**config.mk**
```make
export PLATFORM = sky130hd
export DESIGN_NAME = ahb_ap_master
export DESIGN_NICKNAME = d
export VERILOG_FILES = /design/src/rtl/jtag_types_pkg.sv /design/src/rtl/ahb_ap_master_addr_gen.sv /design/src/rtl/ahb_ap_master.sv
export SDC_FILE = /design/constraint.sdc
export NUM_CORES = 1
export LEC_CHECK = 0
export CORE_MARGIN = 4
export CORE_UTILIZATION = 44
export DETAILED_ROUTE_END_ITERATION = 12
export PLACE_DENSITY_LB_ADDON = 0.12
export SLEW_MARGIN = 10
export SYNTH_ARGS = -nofsm -noshare
export SYNTH_HDL_FRONTEND = slang
export SYNTH_SLANG_ARGS = --single-unit
```
**constraint.sdc**
```tcl
create_clock -name AFT_CLK -period 9.75 [get_ports AFT_CLK]
set_input_delay 1.95 -clock AFT_CLK [delete_from_list [all_inputs] [get_ports AFT_CLK]]
set_output_delay 1.95 -clock AFT_CLK [all_outputs]
set_load 0.05 [all_outputs]
```
**src/rtl/jtag_types_pkg.sv**
```systemverilog
// Shared AHB and AP-master types for the debug access path.
// Holds bus encodings, master FSM states and the alignment helper.
package jtag_types_pkg;

    typedef enum logic [1:0] {
        HTRANS_IDLE   = 2'b00,
        HTRANS_BUSY   = 2'b01,
        HTRANS_NONSEQ = 2'b10,
        HTRANS_SEQ    = 2'b11
    } ahb_htrans_t;

    typedef enum logic [2:0] {
        SIZE_BYTE  = 3'd0,
        SIZE_HALF  = 3'd1,
        SIZE_WORD  = 3'd2,
        SIZE_DWORD = 3'd3
    } ahb_size_t;

    typedef enum logic [1:0] {
        MST_IDLE,
        MST_ADDR,
        MST_DATA,
        MST_ERR
    } ahb_mst_state_t;

    localparam logic [2:0] HBURST_SINGLE = 3'b000;
    localparam logic       HRESP_OKAY    = 1'b0;
    localparam logic       HRESP_ERROR   = 1'b1;

    function automatic logic is_misaligned(
        input logic [1:0] size,
        input logic [1:0] lsb
    );
        logic r;
        r = 1'b0;
        if (size == 2'd1) r = lsb[0];
        if (size == 2'd2) r = (lsb != 2'b00);
        return r;
    endfunction

endpackage

```
**src/rtl/ahb_ap_master_addr_gen.sv**
```systemverilog
// Address register for the AP master: load, post-increment and
// alignment check against the address the next transfer will use.
module ahb_addr_gen
    import jtag_types_pkg::*;
#(
    parameter int ADDR_W = 32
) (
    input  logic              clk,
    input  logic              rst,
    input  logic              load,
    input  logic [ADDR_W-1:0] load_addr,
    input  logic              inc_en,
    input  logic [4:0]        inc,
    input  logic [1:0]        chk_size,
    output logic [ADDR_W-1:0] addr,
    output logic [ADDR_W-1:0] eff_addr,
    output logic              misaligned
);

    logic [ADDR_W-1:0] addr_q;

    // A same-cycle load is visible to the transfer it accompanies
    assign eff_addr   = load ? load_addr : addr_q;
    assign misaligned = is_misaligned(chk_size, eff_addr[1:0]);
    assign addr       = addr_q;

    always_ff @(posedge clk or posedge rst) begin
        if (rst) begin
            addr_q <= '0;
        end else if (load) begin
            addr_q <= load_addr;
        end else if (inc_en) begin
            addr_q <= addr_q + ADDR_W'(inc);
        end
    end

endmodule

```
**src/rtl/ahb_ap_master.sv**
```systemverilog
// AP-to-AHB-Lite master: one SINGLE transfer per AP command.
// Optional HREADY watchdog enabled by defining AHB_AP_TIMEOUT_EN.
module ahb_ap_master
    import jtag_types_pkg::*;
#(
    parameter int ADDR_W         = 32,
    parameter int DATA_W         = 32,
    parameter int TIMEOUT_CYCLES = 256
) (
    input  logic              AFT_CLK,
    input  logic              TRST,
    input  logic              addr_load,
    input  logic [ADDR_W-1:0] addr_in,
    input  logic              xfer_start,
    input  logic              xfer_write,
    input  logic [1:0]        xfer_size,
    input  logic [4:0]        xfer_inc,
    input  logic [DATA_W-1:0] wdata_in,
    input  logic              err_clr,
    output logic              busy,
    output logic [DATA_W-1:0] rdata_out,
    output logic              rdata_valid,
    output logic              err,
    output logic [ADDR_W-1:0] addr_out,
    output logic [ADDR_W-1:0] HADDR,
    output logic [1:0]        HTRANS,
    output logic              HWRITE,
    output logic [2:0]        HSIZE,
    output logic [2:0]        HBURST,
    output logic [DATA_W-1:0] HWDATA,
    input  logic [DATA_W-1:0] HRDATA,
    input  logic              HREADY,
    input  logic              HRESP
);

    ahb_mst_state_t state_q, state_d;

    logic              write_q;
    logic [1:0]        size_q;
    logic [4:0]        inc_q;
    logic [DATA_W-1:0] wdata_q;
    logic [DATA_W-1:0] rdata_q;
    logic              rvalid_q;
    logic              err_q;

    logic              idle;
    logic              accept;
    logic              complete;
    logic              set_err;
    logic              tmo;
    logic              misaligned;
    logic [ADDR_W-1:0] addr_q;
    logic [ADDR_W-1:0] eff_addr;

    assign idle   = (state_q == MST_IDLE);
    assign accept = idle && xfer_start;

    ahb_addr_gen #(.ADDR_W(ADDR_W)) u_addr_gen (
        .clk        (AFT_CLK),
        .rst        (TRST),
        .load       (addr_load && idle),
        .load_addr  (addr_in),
        .inc_en     (complete),
        .inc        (inc_q),
        .chk_size   (xfer_size),
        .addr       (addr_q),
        .eff_addr   (eff_addr),
        .misaligned (misaligned)
    );

`ifdef AHB_AP_TIMEOUT_EN
    localparam int CNT_W = $clog2(TIMEOUT_CYCLES + 1);
    logic [CNT_W-1:0] tmo_cnt;

    always_ff @(posedge AFT_CLK or posedge TRST) begin
        if (TRST) begin
            tmo_cnt <= '0;
        end else if (idle || HREADY || tmo) begin
            tmo_cnt <= '0;
        end else begin
            tmo_cnt <= tmo_cnt + CNT_W'(1);
        end
    end

    // Fires on the TIMEOUT_CYCLES-th consecutive HREADY-low cycle
    assign tmo = !idle && !HREADY &&
                 (tmo_cnt == CNT_W'(TIMEOUT_CYCLES - 1));
`else
    logic unused_tmo_cfg;
    assign unused_tmo_cfg = (TIMEOUT_CYCLES != 0);
    assign tmo = 1'b0;
`endif

    always_ff @(posedge AFT_CLK or posedge TRST) begin
        if (TRST) state_q <= MST_IDLE;
        else      state_q <= state_d;
    end

    always_comb begin
        state_d  = state_q;
        complete = 1'b0;
        set_err  = 1'b0;
        unique case (state_q)
            MST_IDLE: begin
                if (xfer_start) begin
                    if (xfer_size == 2'd3 || misaligned) set_err = 1'b1;
                    else                                 state_d = MST_ADDR;
                end
            end
            MST_ADDR: begin
                if (HREADY) state_d = MST_DATA;
            end
            MST_DATA: begin
                if (HREADY) begin
                    state_d = MST_IDLE;
                    if (HRESP == HRESP_OKAY) complete = 1'b1;
                    else                     set_err  = 1'b1;
                end else if (HRESP == HRESP_ERROR) begin
                    state_d = MST_ERR;
                end
            end
            MST_ERR: begin
                if (HREADY) begin
                    state_d = MST_IDLE;
                    set_err = 1'b1;
                end
            end
            default: state_d = MST_IDLE;
        endcase
        if (tmo) begin
            state_d  = MST_IDLE;
            complete = 1'b0;
            set_err  = 1'b1;
        end
    end

    always_ff @(posedge AFT_CLK or posedge TRST) begin
        if (TRST) begin
            write_q  <= 1'b0;
            size_q   <= 2'd0;
            inc_q    <= 5'd0;
            wdata_q  <= '0;
            rdata_q  <= '0;
            rvalid_q <= 1'b0;
            err_q    <= 1'b0;
        end else begin
            if (accept) begin
                write_q <= xfer_write;
                size_q  <= xfer_size;
                inc_q   <= xfer_inc;
                wdata_q <= wdata_in;
            end
            if (complete && !write_q) rdata_q <= HRDATA;
            rvalid_q <= complete && !write_q;
            // A new error wins over a simultaneous clear
            if (set_err)      err_q <= 1'b1;
            else if (err_clr) err_q <= 1'b0;
        end
    end

    assign busy        = !idle;
    assign rdata_out   = rdata_q;
    assign rdata_valid = rvalid_q;
    assign err         = err_q;
    assign addr_out    = addr_q;

    assign HADDR  = addr_q;
    assign HTRANS = (state_q == MST_ADDR) ? HTRANS_NONSEQ : HTRANS_IDLE;
    assign HWRITE = (state_q == MST_ADDR) && write_q;
    assign HSIZE  = (state_q == MST_ADDR) ? {1'b0, size_q} : 3'd0;
    assign HBURST = HBURST_SINGLE;
    assign HWDATA = wdata_q;

    // eff_addr equals addr_q outside the accept cycle; kept for clarity
    logic unused_eff;
    assign unused_eff = ^eff_addr;

endmodule

```
==> results of run 1 <==
[worst min-delay path by stage]
stage                                       end  slack [ns]                   from  cells past startpoint
after global placement    size_q[1]$_DFFE_PP0P_        0.48  size_q[1]$_DFFE_PP0P_                      1
after global routing      size_q[0]$_DFFE_PP0P_        0.52  size_q[0]$_DFFE_PP0P_                      1
final                     size_q[0]$_DFFE_PP0P_        0.50  size_q[0]$_DFFE_PP0P_                      1
after floorplan           size_q[0]$_DFFE_PP0P_        0.47  size_q[0]$_DFFE_PP0P_                      1
after detailed placement  size_q[0]$_DFFE_PP0P_        0.49  size_q[0]$_DFFE_PP0P_                      1
after CTS                 size_q[0]$_DFFE_PP0P_        0.51  size_q[0]$_DFFE_PP0P_                      1
[flip-flops by register name, indices dropped and copies added, names as in the netlist]
| register | count |
|---|---|
| write_q | 1 |
| state_q | 2 |
| HWDATA | 32 |
| u_addr_gen.addr | 32 |
| size_q | 2 |
| inc_q | 5 |
| rdata_out | 32 |
| rdata_valid | 1 |
| err | 1 |
[cell usage after synthesis, drive strengths merged, types with 2 or more instances]
master,number
a211o,3
a21o,2
a21oi,12
a31oi,5
and2,5
and3,5
and4,2
buf,45
clkbuf,10
dfrtp,108
ha,5
inv,10
mux2,75
nand2,36
nand3,10
nand4,15
nor2,20
nor3,5
nor4,3
o211ai,4
o21ai,25
or3,4
xnor2,4
xor2,19
[worst register-to-register path, stage by stage, from the launching register on]
cell	delay (ns)
dfrtp_1	0.43
nand4bb_2	0.48
nor4_4	0.93
nand3_1	0.29
or3_1	0.42
a31oi_1	0.19
[through the flow]
step           setup WS [ns]  instance area, um2
2_1_floorplan           4.95                5170
3_3_place_gp            5.06                7490
3_5_place_dp            4.96                7490
4_1_cts                 5.32                7760
5_1_grt                 5.12                7760
6_report                5.27                7760
[kinds of logic after synthesis]
group	synth area share
simple gates	0.114
flops	0.525
mux	0.164
buf+inv	0.0760
compound gates	0.0658
xor+xnor	0.0391
fa+ha+maj	0.0160
other cells	0.000728
[final cells by class]
type                       instances  area (um2)  share of cell area
tap                              143         179              0.0231
clock buffer                      12         246              0.0318
inverter                          10        40.0             0.00516
clock inverter                     3        23.8             0.00306
sequential                       108        2700               0.348
timing repair buffer             249        2480               0.320
multi-input combinational        278        2080               0.269
[routing by layer]
layer / GRT usage / vias up / wire (um)
li1: - / 1935 / -
met5: 0 / - / 13
met1: 0.244 / 2008 / 5400
met4: 0.0789 / 2 / 349
met3: 0.0762 / 24 / 1360
met2: 0.373 / 159 / 7240
==> results_dict.tcl, run 1 <==
set metrics [dict create \
    status "complete, no violations" \
    skew_ns 0.00684 \
    maxCapViolCount 0 \
    final_cells 803 \
    async_flop_share 1.00 \
    dieArea_um2 13500 \
    area.growth.synth_to_final_pct 50.6 \
    cts_sinks 108 \
    htree_levels 3 \
    path_max_fanout 17 \
    crit_chain "clkdlybuf4s50_1, nand4bb_2, nor4_4, nand3_1, or3_1, a31oi_1" \
    slowest_delay_ns 0.93 \
    drc 0 \
    final_nets 773 \
    fmax_ghz 0.223 \
    worst_pin_slew_ns 1.16 \
    final_common_cell "clkdlybuf4s50_1" \
    path_depth 6 \
    reg2regPathDepth 5 \
    rows 39 \
    drtIter0Drc 223 \
    cpLargestDelayFamily "simple AND/OR/NAND/NOR gates" \
    overflow 0 \
    final-hold-violation-count 0 \
    place_inst 788 \
    cts_root_buffer "clkbuf_16" \
    hpwl_um 10800 \
    synth_top_cell_area_share 0.525 \
    crit_path_end_kind "flip-flop" \
    antenna_found_initial 1 \
    vias 4128 \
    path_clk_slew_ns 0.07 \
    slowest_stage "nor4_4" \
    worst-r2r-setup-slack_ns 6.93 \
    final_cell_mix "245 x clkdlybuf4s50_1, 108 x dfrtp_1, 75 x mux2_2" \
    hold_buffers 0 \
    clk_latency_ns 0.35 \
    synth_edf_count 0 \
    drive_gt1_frac 0.153 \
    num_antenna_cells 0 \
    fin_util 0.679 \
    dr.pass1.iters 4 \
    synth_top_area_cell "dfrtp_1" \
    min_period_ns 4.48 \
    crit_type "input port to flip-flop" \
    critPathBufInv 1 \
    num-fill-cells 909 \
    rr_endpoint "u_addr_gen.addr[25]$_DFFE_PP0P_" \
    cp-startpoint "HRESP" \
    cts_tree "built" \
    ys_seq_elements 108 \
    worstPathRequired_ns 10.01 \
    grt_pass1_wl_um 22400 \
    syn_area_per_cell_um2 11.5 \
    grt_start_max_net_pins 70 \
    start_util 0.451 \
    die_x_um 116 \
    io_buffers 245 \
    finalSetupViolCount 0 \
    synth_ff_type "dfrtp_1" \
    ys_types 43 \
    dieHeight_um 116 \
    synth_warnings 0 \
    pin_count 251 \
    gp_congestion 0.752 \
    wirelength_um 14400 \
    setup.worst_path.start_class "input port" \
    synth_area_um2 5150 \
    r2r-start "state_q[0]$_DFFE_PP0P_" \
    ant_nets 0 \
    arrival_ns 4.74 \
    timing.final.crit_share 0.459 \
    cts_resized 0 \
    detail_route.wl_per_cell_um 17.9 \
    fin_setup_tns_ns 0 \
    setup.worst_path.end "u_addr_gen.addr[25]$_DFFE_PP0P_" \
    avgViaCountPerCell 5.14 \
    syn_inst 447 \
    clock_path_buffers 2 \
    cts_setup_buffers 0 \
    cts_buffers 9 \
    grt_usage 0.214 \
    maxSlewViolCount 0 \
    core_area_um2 11400 \
    hp-class "flip-flop to flip-flop" \
    slew_headroom 0.223 \
    fin_hold_ws_ns 0.505 \
    grt_pass1_vias 4455 \
    rsz0062_at_grt "no" \
    yosysSeqAreaShare 0.525 \
    synth_area_leaders "dfrtp_1 52%, mux2_2 16%, buf_4 5.4%, xor2_1 3.2%, nand2_1 2.6%" \
]
Power of run 1 is not shown: default switching activity piles up to over one toggle a cycle in this logic, so the estimate is an artifact.
==> run 2: changes to the inputs <==
--- a/config.mk
+++ b/config.mk
@@ -6,7 +6,7 @@
 export NUM_CORES = 1
 export LEC_CHECK = 0
 export CORE_MARGIN = 4
-export CORE_UTILIZATION = 44
+export CORE_UTILIZATION = 37
 export DETAILED_ROUTE_END_ITERATION = 12
 export PLACE_DENSITY_LB_ADDON = 0.12
 export SLEW_MARGIN = 10
==> constraint.sdc (replaced) <==
create_clock -name AFT_CLK -period 3.92 [get_ports AFT_CLK]
set_input_delay 0.784 -clock AFT_CLK [delete_from_list [all_inputs] [get_ports AFT_CLK]]
set_output_delay 0.784 -clock AFT_CLK [all_outputs]
set_load 0.05 [all_outputs]
==> run 2 against run 1 <==
Compared with the run above:
- count of clock-buffer cells in the layout is 2 lower
- via count is 0.29% higher
- worst hold slack better by 0.0014 ns
- core utilization is 9.6 points lower
- cell count is 4.7% higher
- setup slack worse by 4.3 ns
- sequential share of layout area is 0.41 points lower
- global-route usage is 3.1 points lower
- critical path depth is 3 lower
- die area is 18% higher
- critical endpoint is now HSIZE[0]
- highest routed layer is now met4
==> results_dict.tcl, run 2 (same netlist as run 1, synthesis figures left out) <==
set metrics [dict create \
    status "complete, no violations" \
    slowest_stage "clkdlybuf4s50_1" \
    core_area_um2 13500 \
    clk_latency_ns 0.35 \
    use_met3 0.0804 \
    wirelength_um 14300 \
    vias 4140 \
    final_cell_mix "245 x clkdlybuf4s50_1, 108 x dfrtp_1, 75 x mux2_2" \
    arrival_ns 2.17 \
    hold_buffers 0 \
    cts_sinks 108 \
    dr.pass1.iters 4 \
    gp_congestion 0.805 \
    crit_type "flip-flop to primary output" \
    path_max_fanout 8 \
    final-hold-violation-count 0 \
    detail_route.wl_per_cell_um 17.0 \
    grt_pass1_wl_um 23400 \
    drc 0 \
    slew_headroom 0.539 \
    die_x_um 126 \
    skew_ns 0.00804 \
    place_inst 825 \
    final_nets 777 \
    worst_pin_slew_ns 0.692 \
    io_buffers 245 \
    ant_nets 0 \
    rows 42 \
    grt-busiest-layer "met2" \
    path_clk_slew_ns 0.07 \
    final_common_cell "clkdlybuf4s50_1" \
    hp-class "flip-flop to flip-flop" \
    num_antenna_cells 0 \
    htree_levels 3 \
    grt_pass1_vias 4493 \
    finalSetupViolCount 0 \
    maxCapViolCount 0 \
    use_met1 0.207 \
    maxSlewViolCount 0 \
    fmax_ghz 0.339 \
    cts_setup_buffers 0 \
    clock_path_buffers 2 \
    drive_gt1_frac 0.161 \
    grt_usage 0.183 \
    antenna_found_initial 0 \
    final_cells 841 \
    dieArea_um2 15900 \
    worstPathRequired_ns 3.14 \
    grt_start_max_net_pins 56 \
    min_period_ns 2.95 \
    avgViaCountPerCell 4.92 \
    hpwl_um 11000 \
    dieHeight_um 126 \
    fin_setup_tns_ns 0 \
    timing.final.crit_share 0.753 \
    cts_root_buffer "clkbuf_16" \
    rsz0062_at_grt "no" \
    crit_path_end_kind "primary output" \
    cts_buffers 9 \
    cts_resized 0 \
    crit_chain "nor2b_1, and2_1, clkdlybuf4s50_1" \
    cts_tree "built" \
    pin_count 251 \
    use_met2 0.314 \
    drtIter0Drc 181 \
    slowest_delay_ns 0.82 \
    setup.worst_path.start_class "flip-flop" \
    overflow 0 \
    start_util 0.383 \
    area.growth.synth_to_final_pct 52.4 \
]
run 2: cell types whose count changed in the layout (fill, tap and decap cells not counted), sizes merged:
cell / delta
buf: +4
clkbuf: -2
inv: +2
clkinv: +1
run 2: per-layer routing:
metal  routed length, um  vias to the layer above  share of wire
met5                   0                        -              0
met4                 274                        0          0.019
met3                1430                       18           0.10
met2                7150                      172           0.50
met1                5420                     1998           0.38
li1                    -                     1952              -
run 2: critical path, delay by kind of cell (launching register included):
kind / cells / cell delay (ns)
flip-flops: 1 / 0.46
AND/OR/NAND/NOR: 2 / 0.54
buffers and inverters: 1 / 0.82
run 2: worst paths after layout:
check	from	to	slack, ns	depth (start not counted)
min	HWDATA[23]$_DFFE_PP0P_	HWDATA[23]$_DFFE_PP0P_	0.51	1
min reg2reg	HWDATA[23]$_DFFE_PP0P_	HWDATA[23]$_DFFE_PP0P_	0.51	1
min in group asynchronous	TRST	rdata_out[22]$_DFFE_PP0P_	0.89	2
max	state_q[1]$_DFFE_PP0P_	HSIZE[0]	0.97	3
max in group asynchronous	TRST	rdata_out[20]$_DFFE_PP0P_	2.18	3
max reg2reg	u_addr_gen.addr[0]$_DFFE_PP0P_	u_addr_gen.addr[10]$_DFFE_PP0P_	1.52	7
run 2: area by class of cell:
type,count,area (um2)
timing repair buffer,253,2520
sequential,108,2700
multi-input combinational,278,2080
clock buffer,10,229
fill,1180,5600
clock inverter,6,48.8
inverter,10,40.0
tap,176,220
run 2: through the flow:
step	instance area [um2]	setup WS, ns	utilization	hold WS, ns
6_report	7850	0.970	0.584	0.506
5_1_grt	7850	0.853	0.584	0.521
4_1_cts	7850	0.941	0.584	0.511
3_5_place_dp	7570	0.710	0.563	0.493
3_3_place_gp	7570	0.739	0.563	0.485
2_1_floorplan	5170	0.290	-	0.472
Power of run 2 is left out for the same reason.
==> run 3: changes to the inputs <==
--- a/config.mk
+++ b/config.mk
@@ -6,7 +6,7 @@
 export NUM_CORES = 1
 export LEC_CHECK = 0
 export CORE_MARGIN = 4
-export CORE_UTILIZATION = 37
+export CORE_UTILIZATION = 41
 export DETAILED_ROUTE_END_ITERATION = 12
 export PLACE_DENSITY_LB_ADDON = 0.12
 export SLEW_MARGIN = 10
==> constraint.sdc (replaced) <==
create_clock -name AFT_CLK -period 2.8 [get_ports AFT_CLK]
set_input_delay 0.56 -clock AFT_CLK [delete_from_list [all_inputs] [get_ports AFT_CLK]]
set_output_delay 0.56 -clock AFT_CLK [all_outputs]
set_load 0.05 [all_outputs]
==> run 3 against run 2 <==
Compared with the run above:
- worst hold slack got worse by 0.0021 ns
- core utilization rose by 6.7 points
- setup slack got worse by 0.83 ns
- count of clock-buffer cells in the layout rose by 3
- die area fell by 9.1%
- global-route usage rose by 1.5 points
- non-clock buffer count rose by 6
- critical path depth did not move
- design area rose by 0.75%
- clock skew fell by 0.0035 ns
- sequential cell count did not move
==> results_dict.tcl, run 3 (same netlist as run 1, synthesis figures left out) <==
set metrics [dict create \
    status "complete, no violations" \
    reg2regPathDepth 7 \
    num_antenna_cells 0 \
    fin_hold_ws_ns 0.504 \
    slowest_delay_ns 0.81 \
    dr.pass1.iters 4 \
    die_x_um 120 \
    htree_levels 3 \
    use_met1 0.237 \
    antenna_found_initial 0 \
    final_cells 838 \
    detail_route.wl_per_cell_um 16.8 \
    cts_sinks 108 \
    path_clk_slew_ns 0.07 \
    pre_cts_slack_ns 0.173 \
    grt_usage 0.198 \
    fmax_ghz 0.376 \
    cts_tree "built" \
    skew_ns 0.00451 \
    rsz0062_at_grt "no" \
    use_met3 0.0735 \
    grt_pass1_wl_um 22600 \
    r2r-start "u_addr_gen.addr[0]$_DFFE_PP0P_" \
    worstPathRequired_ns 2.24 \
    avgViaCountPerCell 4.99 \
    dieArea_um2 14400 \
    cts_buffers 9 \
    overflow 0 \
    worst_pin_slew_ns 0.539 \
    pin_count 251 \
    finalSetupViolCount 0 \
    crit_path_end_kind "primary output" \
    maxCapViolCount 0 \
    cts_root_buffer "clkbuf_16" \
    timing.final.crit_share 0.951 \
    clk_latency_ns 0.34 \
    use_met2 0.334 \
    drive_gt1_frac 0.166 \
    grt_start_max_net_pins 61 \
    setup.worst_path.end "HSIZE[0]" \
    cpLargestDelayFamily "buffers and inverters" \
    hp-class "flip-flop to flip-flop" \
    cp-startpoint "state_q[1]$_DFFE_PP0P_" \
    rr_endpoint "u_addr_gen.addr[24]$_DFFE_PP0P_" \
    critPathBufInv 1 \
    slowest_stage "clkdlybuf4s50_1" \
    start_util 0.424 \
    rows 40 \
    fin_ws_ns 0.137 \
    min_period_ns 2.66 \
    drc 0 \
    final_nets 783 \
    hpwl_um 11000 \
    final_cell_mix "243 x clkdlybuf4s50_1, 108 x dfrtp_1, 75 x mux2_2" \
    grt_pass1_vias 4376 \
    arrival_ns 2.10 \
    path_max_fanout 8 \
    core_area_um2 12200 \
    path_depth 3 \
    wirelength_um 14100 \
    final_common_cell "clkdlybuf4s50_1" \
    worst-r2r-setup-slack_ns 0.44 \
    dieHeight_um 120 \
    crit_chain "nor2b_1, and2_1, clkdlybuf4s50_1" \
    ant_nets 0 \
    maxSlewViolCount 0 \
    crit_type "flip-flop to primary output" \
    cts_setup_buffers 0 \
    drtIter0Drc 163 \
    clock_path_buffers 2 \
    place_inst 823 \
    io_buffers 245 \
    setup.worst_path.start_class "flip-flop" \
    final-hold-violation-count 0 \
    slew_headroom 0.639 \
    gp_congestion 0.836 \
    fin_setup_tns_ns 0 \
    grt-busiest-layer "met2" \
    area.growth.synth_to_final_pct 53.5 \
    vias 4179 \
]
-- run 3: changes by cell type in the layout (fill, tap and decap cells not counted), sizes merged --
cell	previous run	this run
buf	8	14
clkbuf	10	13
clkdlybuf4s50	245	243
inv	12	9
clkinvlp	2	1
dlymetal6s2s	0	2
-- run 3: what timing repair did --
| item | 4_1_cts | 5_1_grt |
|---|---|---|
| setup endpoints to repair | 0 | 2 |
| hold buffers | 0 | 0 |
| resized for setup | 0 | 2 |
-- run 3: area by class of cell --
| class | count | area [um2] |
|---|---|---|
| multi-input cells | 278 | 2080 |
| fillers | 1006 | 4250 |
| clock buffers | 13 | 260 |
| flip-flops and latches | 108 | 2700 |
| repair buffers | 259 | 2600 |
| clock inverters | 2 | 10.0 |
| well taps | 168 | 210 |
| inverters | 10 | 41.3 |
-- run 3: per-layer routing --
layer | share of wire | vias up
met3 | 0.11 | 12
met5 | 0 | -
li1 | - | 1965
met1 | 0.38 | 2024
met4 | 0.011 | 0
met2 | 0.50 | 178
-- run 3: worst min-delay path by stage --
stage	from	end	slack, ns	cells past startpoint
2_1_floorplan	size_q[0]$_DFFE_PP0P_	size_q[0]$_DFFE_PP0P_	0.47	1
3_3_place_gp	size_q[0]$_DFFE_PP0P_	size_q[0]$_DFFE_PP0P_	0.48	1
3_5_place_dp	size_q[1]$_DFFE_PP0P_	size_q[1]$_DFFE_PP0P_	0.49	1
4_1_cts	size_q[1]$_DFFE_PP0P_	size_q[1]$_DFFE_PP0P_	0.51	1
5_1_grt	HWDATA[25]$_DFFE_PP0P_	HWDATA[25]$_DFFE_PP0P_	0.52	1
6_report	size_q[1]$_DFFE_PP0P_	size_q[1]$_DFFE_PP0P_	0.50	1
-- run 3: stage by stage --
step	util	instance area, um2
2_1_floorplan	-	5170
3_3_place_gp	0.628	7630
3_5_place_dp	0.628	7630
4_1_cts	0.650	7900
5_1_grt	0.650	7910
6_report	0.650	7910
-- run 3: worst register-to-register path: stages, from the launching register on --
cell and delay (ns):
dfrtp_1 0.44, ha_1 0.26, fa_1 0.41, a21o_1 0.22, a211o_1 0.49, nand4_1 0.18, xor2_1 0.16, o21ai_0 0.09
Power of run 3 is left out for the same reason.
